### src/rtl/dds_sweep_ctrl_if.sv
// rtl/dds_sweep_ctrl_if.sv - sweep command handshake bundle between command source and controller
//   cmd_valid/cmd_ready : command handshake, transfer when both high
//   cmd_f_start/stop    : first and last phase increment of the sweep
//   cmd_f_delta         : frequency step size (0 = single jump to f_stop)
//   cmd_periods         : output periods per frequency step (0 = 1)
//   cmd_abort           : terminate a running sweep
interface dds_sweep_ctrl_if #(
  parameter int PW = 8,
  parameter int CW = 8
);
  logic          cmd_valid;
  logic          cmd_ready;
  logic [PW-1:0] cmd_f_start;
  logic [PW-1:0] cmd_f_stop;
  logic [PW-1:0] cmd_f_delta;
  logic [CW-1:0] cmd_periods;
  logic          cmd_abort;

  modport master (
    output cmd_valid, cmd_f_start, cmd_f_stop, cmd_f_delta, cmd_periods, cmd_abort,
    input  cmd_ready
  );

  modport slave (
    input  cmd_valid, cmd_f_start, cmd_f_stop, cmd_f_delta, cmd_periods, cmd_abort,
    output cmd_ready
  );
endinterface

### src/rtl/dds_sweep_ctrl.sv
// rtl/dds_sweep_ctrl.sv - DDS frequency sweep sequencer driving the phase accumulator
//   clk, rst   : clock, synchronous active-low reset
//   cmd        : sweep command bundle (slave side)
//   phase      : accumulator phase, watched for wraps to count output periods
//   dds_en     : accumulator advance enable
//   dds_clr    : one-cycle accumulator clear at sweep start
//   dds_inc    : current phase increment (frequency word)
//   busy       : sweep running
//   done       : one-cycle completion pulse
//   status     : with done: 00 normal, 01 aborted, 10 rejected
module dds_sweep_ctrl #(
  parameter int PW = 8,
  parameter int CW = 8
) (
  input  logic                  clk,
  input  logic                  rst,
  dds_sweep_ctrl_if.slave       cmd,
  input  logic [PW-1:0]         phase,
  output logic                  dds_en,
  output logic                  dds_clr,
  output logic [PW-1:0]         dds_inc,
  output logic                  busy,
  output logic                  done,
  output logic [1:0]            status
);

  localparam logic [1:0] S_IDLE = 2'd0;
  localparam logic [1:0] S_RUN  = 2'd1;
  localparam logic [1:0] S_DONE = 2'd2;

  localparam logic [1:0] ST_OK     = 2'b00;
  localparam logic [1:0] ST_ABORT  = 2'b01;
  localparam logic [1:0] ST_REJECT = 2'b10;

  logic [1:0]    state;
  logic [PW-1:0] f_stop_q;
  logic [PW-1:0] f_delta_q;
  logic [PW-1:0] phase_prev;
  logic [CW-1:0] periods_q;
  logic [CW-1:0] cnt;
  logic          up_q;
  logic          clr_d;

  logic          accept;
  logic          reject;
  logic [PW-1:0] delta_eff;
  logic [CW-1:0] periods_eff;

  logic          wrap;
  logic          step_done;
  logic          last_step;
  logic [PW:0]   sum_up;
  logic [PW:0]   diff_dn;
  logic [PW-1:0] next_f;

  assign cmd.cmd_ready = (state == S_IDLE) && rst;

  // Command decode at accept time. A zero delta becomes the full distance
  // so the sweep is a single jump from f_start to f_stop.
  always_comb begin
    accept      = cmd.cmd_valid && cmd.cmd_ready;
    reject      = (cmd.cmd_f_start == '0) || (cmd.cmd_f_stop == '0);
    delta_eff   = cmd.cmd_f_delta;
    if (cmd.cmd_f_delta == '0) begin
      delta_eff = (cmd.cmd_f_stop >= cmd.cmd_f_start) ? (cmd.cmd_f_stop - cmd.cmd_f_start)
                                                      : (cmd.cmd_f_start - cmd.cmd_f_stop);
    end
    periods_eff = (cmd.cmd_periods == '0) ? CW'(1) : cmd.cmd_periods;
  end

  // Period counting and next-frequency computation.
  // The clear cycle and the one after it are masked: the phase seen then
  // may still be stale relative to phase_prev depending on accumulator latency.
  always_comb begin
    wrap      = (state == S_RUN) && !dds_clr && !clr_d && (phase < phase_prev);
    step_done = wrap && ((cnt + CW'(1)) == periods_q);
    last_step = (dds_inc == f_stop_q);
    sum_up    = {1'b0, dds_inc} + {1'b0, f_delta_q};
    diff_dn   = {1'b0, dds_inc} - {1'b0, f_delta_q};
    next_f    = up_q ? sum_up[PW-1:0] : diff_dn[PW-1:0];
    // Overshoot of f_stop, overflow past 2^PW-1, or landing on/below zero
    // all clamp to f_stop (f_stop is never zero for a running sweep).
    if (up_q) begin
      if (sum_up > {1'b0, f_stop_q}) next_f = f_stop_q;
    end else begin
      if (diff_dn[PW] || (diff_dn < {1'b0, f_stop_q})) next_f = f_stop_q;
    end
  end

  always_ff @(posedge clk) begin
    if (!rst) begin
      state      <= S_IDLE;
      dds_en     <= 1'b0;
      dds_clr    <= 1'b0;
      dds_inc    <= '0;
      busy       <= 1'b0;
      done       <= 1'b0;
      status     <= ST_OK;
      cnt        <= '0;
      phase_prev <= '0;
      clr_d      <= 1'b0;
      f_stop_q   <= '0;
      f_delta_q  <= '0;
      periods_q  <= '0;
      up_q       <= 1'b0;
    end else begin
      phase_prev <= phase;
      clr_d      <= dds_clr;
      case (state)
        S_IDLE: begin
          if (accept) begin
            f_stop_q  <= cmd.cmd_f_stop;
            f_delta_q <= delta_eff;
            periods_q <= periods_eff;
            up_q      <= (cmd.cmd_f_stop >= cmd.cmd_f_start);
            cnt       <= '0;
            if (reject) begin
              state  <= S_DONE;
              done   <= 1'b1;
              status <= ST_REJECT;
            end else begin
              state   <= S_RUN;
              busy    <= 1'b1;
              dds_en  <= 1'b1;
              dds_clr <= 1'b1;
              dds_inc <= cmd.cmd_f_start;
            end
          end
        end
        S_RUN: begin
          dds_clr <= 1'b0;
          // Abort takes priority over a final wrap in the same cycle.
          if (cmd.cmd_abort || (step_done && last_step)) begin
            state  <= S_DONE;
            busy   <= 1'b0;
            dds_en <= 1'b0;
            done   <= 1'b1;
            status <= cmd.cmd_abort ? ST_ABORT : ST_OK;
          end else if (wrap) begin
            if (step_done) begin
              cnt     <= '0;
              dds_inc <= next_f;
            end else begin
              cnt <= cnt + CW'(1);
            end
          end
        end
        S_DONE: begin
          state <= S_IDLE;
          done  <= 1'b0;
        end
        default: state <= S_IDLE;
      endcase
    end
  end

endmodule
### src/flat_wrapper.sv
// flat-port wrapper written by rule: the top's interface ports become plain ports
module dds_sweep_ctrl_flat 
#(
  parameter int PW = 8,
  parameter int CW = 8
)
  (clk, rst, phase, dds_en, dds_clr, dds_inc, busy, done, status, cmd_cmd_valid, cmd_cmd_f_start, cmd_cmd_f_stop, cmd_cmd_f_delta, cmd_cmd_periods, cmd_cmd_abort, cmd_cmd_ready);
  dds_sweep_ctrl_if #(.PW(PW), .CW(CW)) cmd_i ();
  input  logic clk;
  input  logic rst;
  input  logic [PW-1:0] phase;
  output logic dds_en;
  output logic dds_clr;
  output logic [PW-1:0] dds_inc;
  output logic busy;
  output logic done;
  output logic [1:0] status;
  input wire logic [$bits(cmd_i.cmd_valid)-1:0] cmd_cmd_valid;
  input wire logic [$bits(cmd_i.cmd_f_start)-1:0] cmd_cmd_f_start;
  input wire logic [$bits(cmd_i.cmd_f_stop)-1:0] cmd_cmd_f_stop;
  input wire logic [$bits(cmd_i.cmd_f_delta)-1:0] cmd_cmd_f_delta;
  input wire logic [$bits(cmd_i.cmd_periods)-1:0] cmd_cmd_periods;
  input wire logic [$bits(cmd_i.cmd_abort)-1:0] cmd_cmd_abort;
  output wire logic [$bits(cmd_i.cmd_ready)-1:0] cmd_cmd_ready;
  assign cmd_i.cmd_valid = cmd_cmd_valid;
  assign cmd_i.cmd_f_start = cmd_cmd_f_start;
  assign cmd_i.cmd_f_stop = cmd_cmd_f_stop;
  assign cmd_i.cmd_f_delta = cmd_cmd_f_delta;
  assign cmd_i.cmd_periods = cmd_cmd_periods;
  assign cmd_i.cmd_abort = cmd_cmd_abort;
  assign cmd_cmd_ready = cmd_i.cmd_ready;
  dds_sweep_ctrl #(.PW(PW), .CW(CW)) u_core (.clk(clk), .rst(rst), .cmd(cmd_i), .phase(phase), .dds_en(dds_en), .dds_clr(dds_clr), .dds_inc(dds_inc), .busy(busy), .done(done), .status(status));
endmodule
### config.mk
export PLATFORM = sky130hd
export DESIGN_NAME = dds_sweep_ctrl_flat
export DESIGN_NICKNAME = d
export VERILOG_FILES = /design/src/rtl/dds_sweep_ctrl_if.sv /design/src/rtl/dds_sweep_ctrl.sv /design/src/flat_wrapper.sv
export SDC_FILE = /design/constraint.sdc
export NUM_CORES = 1
export LEC_CHECK = 0
export CORE_MARGIN = 2
export CORE_UTILIZATION = 55
export DETAILED_ROUTE_END_ITERATION = 10
export PLACE_DENSITY = 0.87
export SYNTH_ARGS = -nofsm -noshare
export SYNTH_HDL_FRONTEND = slang
export SYNTH_SLANG_ARGS = --single-unit
### constraint.sdc
create_clock -name clk -period 7.07 [get_ports clk]
set_input_delay 1.414 -clock clk [delete_from_list [all_inputs] [get_ports clk]]
set_output_delay 1.414 -clock clk [all_outputs]
set_load 0.01 [all_outputs]
---- Word-level counts from Yosys, hierarchy flattened ----
Index checks and enable logic that the tools add are counted.
operators by class
  $add $sub $neg .......................... 5
  $lt $le $gt $ge ......................... 4
  eq/ne operators ......................... 11
  mux-type cells .......................... 36
  reductions and logical operators ........ 27
operators with widths
  cell                                                             count
  8-bit 2-to-1 mux                                                 16
  8-bit zero test                                                  4
  8-bit one-hot mux with 2 select lines                            2
  8-bit == test                                                    2
  4-bit AND reduction                                              4
  8-bit subtractor                                                 2
  2-bit 2-to-1 mux                                                 6
  8-bit by 8-bit adder with 9-bit output                           1
  9-bit by 8-bit > comparator with 1-bit output                    1
  9-bit by 8-bit less-than comparator with 1-bit output            1
  8-bit by 8-bit subtractor with 9-bit output                      1
  8-bit by 1-bit adder with 8-bit output, second input constant    1
  8-bit greater-or-equal comparator                                1
  8-bit less-than comparator                                       1
  2-bit by 1-bit != test with 1-bit output, second input constant  4
  2-bit one-hot mux with 2 select lines                            2
  1-bit logical AND                                                7
  1-bit 2-to-1 mux                                                 7
  2-bit != test, second input constant                             3
  6-bit AND reduction                                              1
  1-bit one-hot mux with 2 select lines                            2
  2-bit AND reduction                                              2
  1-bit logical OR                                                 3
  1-bit one-hot mux with 3 select lines                            1
  7 further kinds                                                  8
storage, ports and cells
  bits in registers ....................... 57
  output and inout bits ................... 15

---- Depth between registers and ports, before layout ----
  word-level depth ........................ 9
  depth in mapped cells ................... 18

---- Worst setup path before layout ----
Ideal clock, no wire load.
  path kind ............................... reg-to-reg
  from .................................... register u_core.dds_inc[2]
  to ...................................... register u_core.dds_inc[7]
  library setup time ...................... 0.120 ns
  data arrival time ....................... 3.641 ns
  setup slack ............................. 3.309 ns
  stages on the path, launching flop included .. 16
  path buffers ............................ 1
  clock period less this slack ............ 3.761 ns
  cell sequence ........................... dfxtp_1 -> ha_1 -> clkbuf_1 -> nand2b_1 -> a221oi_1 -> nor2_1 -> o21bai_1 -> xnor2_1 -> ha_1 -> or4_1 -> a2111oi_1 -> o21ai_1 -> mux2i_1 -> or2_2 -> o2111a_1 -> o22ai_1
on the way
  cells in the longest elaborated chain, start to end .. 9
  elaborated cells on any way between the ends .. 18
  classes of those cells .................. add/sub (2); order compare (2); eq/ne (2); mux (8); reduce/logical (4)
RTL lines
  item                                                   line                   source
  start, declared                                        dds_sweep_ctrl.sv:21   output logic [PW-1:0] dds_inc,
  start signal, assigned                                 dds_sweep_ctrl.sv:126  dds_inc <= cmd.cmd_f_start;
  start signal, assigned                                 dds_sweep_ctrl.sv:142  dds_inc <= next_f;
  8-bit by 8-bit subtractor with 9-bit output            dds_sweep_ctrl.sv:79   diff_dn = {1'b0, dds_inc} - {1'b0, f_delta_q};
  9-bit by 8-bit less-than comparator with 1-bit output  dds_sweep_ctrl.sv:86   if (diff_dn[PW] || (diff_dn < {1'b0, f_stop_q})) next_f = f_stop_q;
  1-bit logical OR                                       dds_sweep_ctrl.sv:86
  8-bit 2-to-1 mux                                       dds_sweep_ctrl.sv:86
  8-bit 2-to-1 mux                                       dds_sweep_ctrl.sv:83   if (up_q) begin
  8-bit 2-to-1 mux                                       dds_sweep_ctrl.sv:140  if (step_done) begin
  8-bit 2-to-1 mux                                       dds_sweep_ctrl.sv:139  end else if (wrap) begin
  8-bit 2-to-1 mux                                       dds_sweep_ctrl.sv:133  if (cmd.cmd_abort || (step_done && last_step)) begin
  8-bit one-hot mux with 2 select lines                  dds_sweep_ctrl.sv:109  case (state)
Parallel ways exist; a longest one is shown, timed or not. The select of a mux whose other input is x is not followed.
A chain may end at the register's enable or synchronous reset.

---- Worst setup path after layout ----
  from .................................... input rst
  to ...................................... output cmd_cmd_ready
on the way
  cells in the longest elaborated chain, start to end .. 1
RTL lines
  item               line                  source
  start, declared    flat_wrapper.sv:10    input logic rst;
  1-bit logical AND  dds_sweep_ctrl.sv:56  assign cmd.cmd_ready = (state == S_IDLE) && rst;
  end, declared      flat_wrapper.sv:24    output wire logic [$bits(cmd_i.cmd_ready)-1:0] cmd_cmd_ready;
Every way passes these cells.

==> summary.md <==
The run finished with clean final reports. Area inside the core boundary: 0.00864 mm^2. The die covers 0.00954 mm^2.

After clock tree synthesis, the clock-pin slew on the worst setup and hold paths is 0.07 ns. The critical path runs through a total of 3 cells. The final-report hold violation count came out at 0.

The final weighted congestion in routability-driven placement was 1.00. Buffers added to address setup during post-CTS repair amount to 0. The category of cells accounting for the largest share of critical-path delay was buffers and inverters.

STA puts the critical path data arrival time at 3.41 ns. For the number of warnings reported in the yosys synthesis log, the log shows 0. The number of levels the H-tree was split into is 3, and the post-DP HPWL is 9800 um.

Measured along the y axis, the die boundary spans 97.7 um. The number of detailed-routing iterations run before antenna repair was 5. The initialized floorplan defines 34 standard-cell rows. Yosys mapped the design onto 69 distinct sky130hd cell types. The type of the worst setup path is primary input to output port. The post-route netlist has 5.46% of its cells at a drive strength greater than 1. Of the total power, combinational logic draws 51.9%. The internal portion of the total power is 0.000920 W. After layout, the worst path uses 68.2% of the clock period. Leakage power figure: 2.40 nW.

Switching part of the total power: 41.2%. The critical path launch point type was a primary input. Average via count per standard cell: 6.03.

Clock latency at the later pin of the worst-skew pair: 0.35 ns. Setup slack on the worst reg-to-reg path comes out at 2.81 ns. The run gives 611 as the synthesized instance count.

For the count of antenna-violating nets left after detailed routing, the log shows 0. Leading cell type in the layout, fill and taps excluded: sky130_fd_sc_hd__nand2_1. The run gives 36 as the largest net degree at the start of global routing. The tree built by TritonCTS fans out to 57 sinks. The highest ir drop seen on vdd is 0.129 mV.

Summing every instance area after synthesis gives 0.00483 mm^2. The clock root buffer was sky130_fd_sc_hd__clkbuf_8. sky130_fd_sc_hd__dfxtp_1 takes more of the synthesized area than any other cell. Dividing the synthesized area by the synthesized cell count gives 7.90 um^2. For the all-layer global routing usage, the log shows 26.6%. Sorting the synthesized cells by area gives the leading types as sky130_fd_sc_hd__dfxtp_1, sky130_fd_sc_hd__ha_1, sky130_fd_sc_hd__nand2_1, sky130_fd_sc_hd__a21oi_1, sky130_fd_sc_hd__inv_1. For the pin with the worst max-slew slack, the measured transition is 1.14 ns. The longest individual stage delay on the worst path was 1.22 ns. After synthesis, the share of flip-flops with an asynchronous set or reset is 0%. The signal on the critical path passes through clkdlybuf4s50_1 -> and2_1 -> clkdlybuf4s50_1. The endpoint identified for the worst register-to-register timing path is u_core.dds_inc[7]. By instance count, the cell type seen most on the critical path is sky130_fd_sc_hd__clkdlybuf4s50_1. Max-cap violations in this run came to 0. The maximum fanout along the worst path came out at 35. In this run the critical register-to-register path is launched from u_core.f_delta_q[2]. Summed over all nets, the switching power comes to 0.000644 W.

Post-CTS repair changed the size of 0 cells. The worst setup path is captured at an output port. After global routing the overflow that remains totals 0. The routed wirelength normalized by instance count works out to 16.3 um. The tools report the start point of the critical path as rst. The count of state elements after synthesis was 57. Summed over its instances, the top area cell type makes up 23.6% of the synthesized netlist area. Largest buffer count on any clock path: 2. For this run, the register share of the synthesized area comes to 23.6%.

Yosys mapped a number of flops with a built-in enable equal to 0. After detailed routing, the total wire length is 12,500 um. Counting both buffers and inverters, the worst setup path holds a total of 2. Per report_power, the clock group accounts for 22.4% of the total.

The logs give 5.66 ns for the data required time of the worst path and 0 for the final max-slew violation count. The global-route wire length before repair is 21,000 um. The worst slew margin relative to its limit is 23.6%. Measured in cells, the most critical reg-to-reg path has a length of 15. The part of the power in registers was 25.7%. The logs give 4,460 for the via count of the first global-routing pass and 759 for the net count of the finished layout. Fill cells in the final layout number 724.

After clock tree synthesis, the flow added hold-fix buffers numbering 0. The die extent in x came out at 97.7 um. For the initial antenna violation count, the log shows 0.

Derived from the worst setup path, the maximum achievable clock frequency is 207 MHz. The number of nets in the synthesized netlist came out at 716. For the final number of setup-violating endpoints, the log shows 0. Buffers placed on the I/O ports in this run total 58.

The library cells used most frequently in the layout, excluding fill and tap cells, are sky130_fd_sc_hd__nand2_1, sky130_fd_sc_hd__clkdlybuf4s50_1, sky130_fd_sc_hd__ha_1, sky130_fd_sc_hd__dfxtp_1, sky130_fd_sc_hd__inv_1. During I/O placement, the number of pins put on the boundary was 59. The starting density of the core is 55.9%. The detailed-route DRC error count came out at 0. The master of the slowest instance on the critical path was sky130_fd_sc_hd__clkdlybuf4s50_1. Once layout is complete, the utilization of the core stands at 65.3%. The end point of the critical path is cmd_cmd_ready.

For this design the ratio of total power to cell area is 277 mW/mm^2. The number of antenna diodes in the final layout is 0. TritonCTS built the clock tree. The type of the worst min-delay path was flop to flop.

Across all layers, the routed design uses 4,626 vias. Between clock sinks in the finished design, the worst skew comes to 0.0108 ns. The growth of design area from synthesis to finish is 16.8%, and the shortest clock period the worst path allows after layout is 4.82 ns. The run gives 272 as the number of violations reported at the end of detailed-routing iteration 0.

For this run, the leading register cell type out of synthesis is sky130_fd_sc_hd__dfxtp_1. After routing, the total negative slack on setup checks comes to 0 ns. For the number of buffers created by CTS, the log shows 9.

Setup repair after global routing left no endpoint under its margin.
registers in the layout, indices dropped and copies added (netlist names), 2 cells and up:
name / flops
u_core.f_stop_q: 8
u_core.status: 2
u_core.cnt: 8
u_core.periods_q: 8
u_core.phase_prev: 8
u_core.state: 2
u_core.f_delta_q: 8
u_core.dds_inc: 8
worst reg2reg max path, delay by kind of cell, from the launching register on:
kind | cells | cell delay (ns)
compound gates | 6 | 1.63
mux | 1 | 0.33
fa+ha+maj | 2 | 0.60
buf+inv | 1 | 0.06
xor+xnor | 1 | 0.13
flops | 1 | 0.38
simple gates | 4 | 0.98
power groups by stage:
stage	clock network [W]	logic [W]	registers, W
floorplan	0	0.000594	0.000398
global placement	0	0.000759	0.000405
detailed placement	0	0.000796	0.000407
CTS	0.000350	0.000803	0.000400
global route	0.000369	0.000897	0.000406
finish	0.000351	0.000811	0.000401
kinds of logic (layout without fill, tap and decap cells):
| logic type | after synthesis | in the layout | share of synthesized area [%] |
|---|---|---|---|
| AND/OR/NAND/NOR | 198 | 198 | 20.6 |
| AO/OA/AOI/OAI | 160 | 160 | 22.2 |
| buffers and inverters | 83 | 131 | 7.23 |
| adder cells (fa/ha/maj) | 62 | 62 | 16.6 |
| flip-flops | 57 | 57 | 23.6 |
| XOR/XNOR | 34 | 34 | 6.17 |
| multiplexers | 17 | 17 | 3.58 |
metrics by stage:
stage,hold slack (ns),power [W],area (um^2),setup WS (ns),instances
2_1_floorplan,0.448,0.000993,4830,3.31,611
3_3_place_gp,0.462,0.00116,5410,2.29,751
3_5_place_dp,0.463,0.00120,5410,2.25,751
4_1_cts,0.472,0.00155,5640,2.24,767
5_1_grt,0.499,0.00167,5640,2.15,767
6_report,0.472,0.00156,5640,2.25,767
worst min path at each step:
stage          cells after the start                  end  slack [ns]                start
2_1_floorplan                      2  u_core.periods_q[6]        0.45  u_core.periods_q[6]
3_3_place_gp                       2  u_core.periods_q[1]        0.46  u_core.periods_q[1]
3_5_place_dp                       2  u_core.periods_q[1]        0.46  u_core.periods_q[1]
4_1_cts                            2  u_core.periods_q[1]        0.47  u_core.periods_q[1]
5_1_grt                            2  u_core.periods_q[2]        0.50  u_core.periods_q[2]
6_report                           2  u_core.periods_q[1]        0.47  u_core.periods_q[1]
per-layer routing:
metal  vias up  global-route usage (%)  wire length, um
met5         -                       0                0
met4         0                    9.19              335
met3        29                    4.75              827
met2       181                    44.4             5900
met1      2163                    34.7             5460
li1       2253                       -                -
final cells by class:
class	count	area, um^2	share of cell area [%]
Clock buffer	10	138	2.44
Clock inverter	6	90.1	1.60
Inverter	56	210	3.73
Multi-Input combinational cell	471	3340	59.2
Sequential cell	57	1140	20.2
Tap cell	108	135	2.40
Timing Repair Buffer	59	588	10.4
synthesized netlist by cell type (all sizes together), types with 2 or more instances:
library cell,instances
nand2,67
dfxtp,57
ha,57
inv,56
a21oi,46
nor2,37
o21ai,36
clkbuf,19
xor2,18
xnor2,16
mux2i,15
and2,14
nand3,12
nor2b,11
nor3,9
nor4,9
o22ai,9
and3,8
buf,8
o211ai,8
o31ai,8
nand4,7
a31oi,6
nand2b,6
a21o,5
o21bai,5
or2,5
a211oi,4
fa,4
o2111ai,4
o2bb2ai,4
or4,4
or3,3
a21boi,2
a2bb2oi,2
a311oi,2
a31o,2
mux2,2
nand3b,2
o21a,2
o221ai,2
o31a,2
Note: power is estimated with default switching activity, not from simulation.
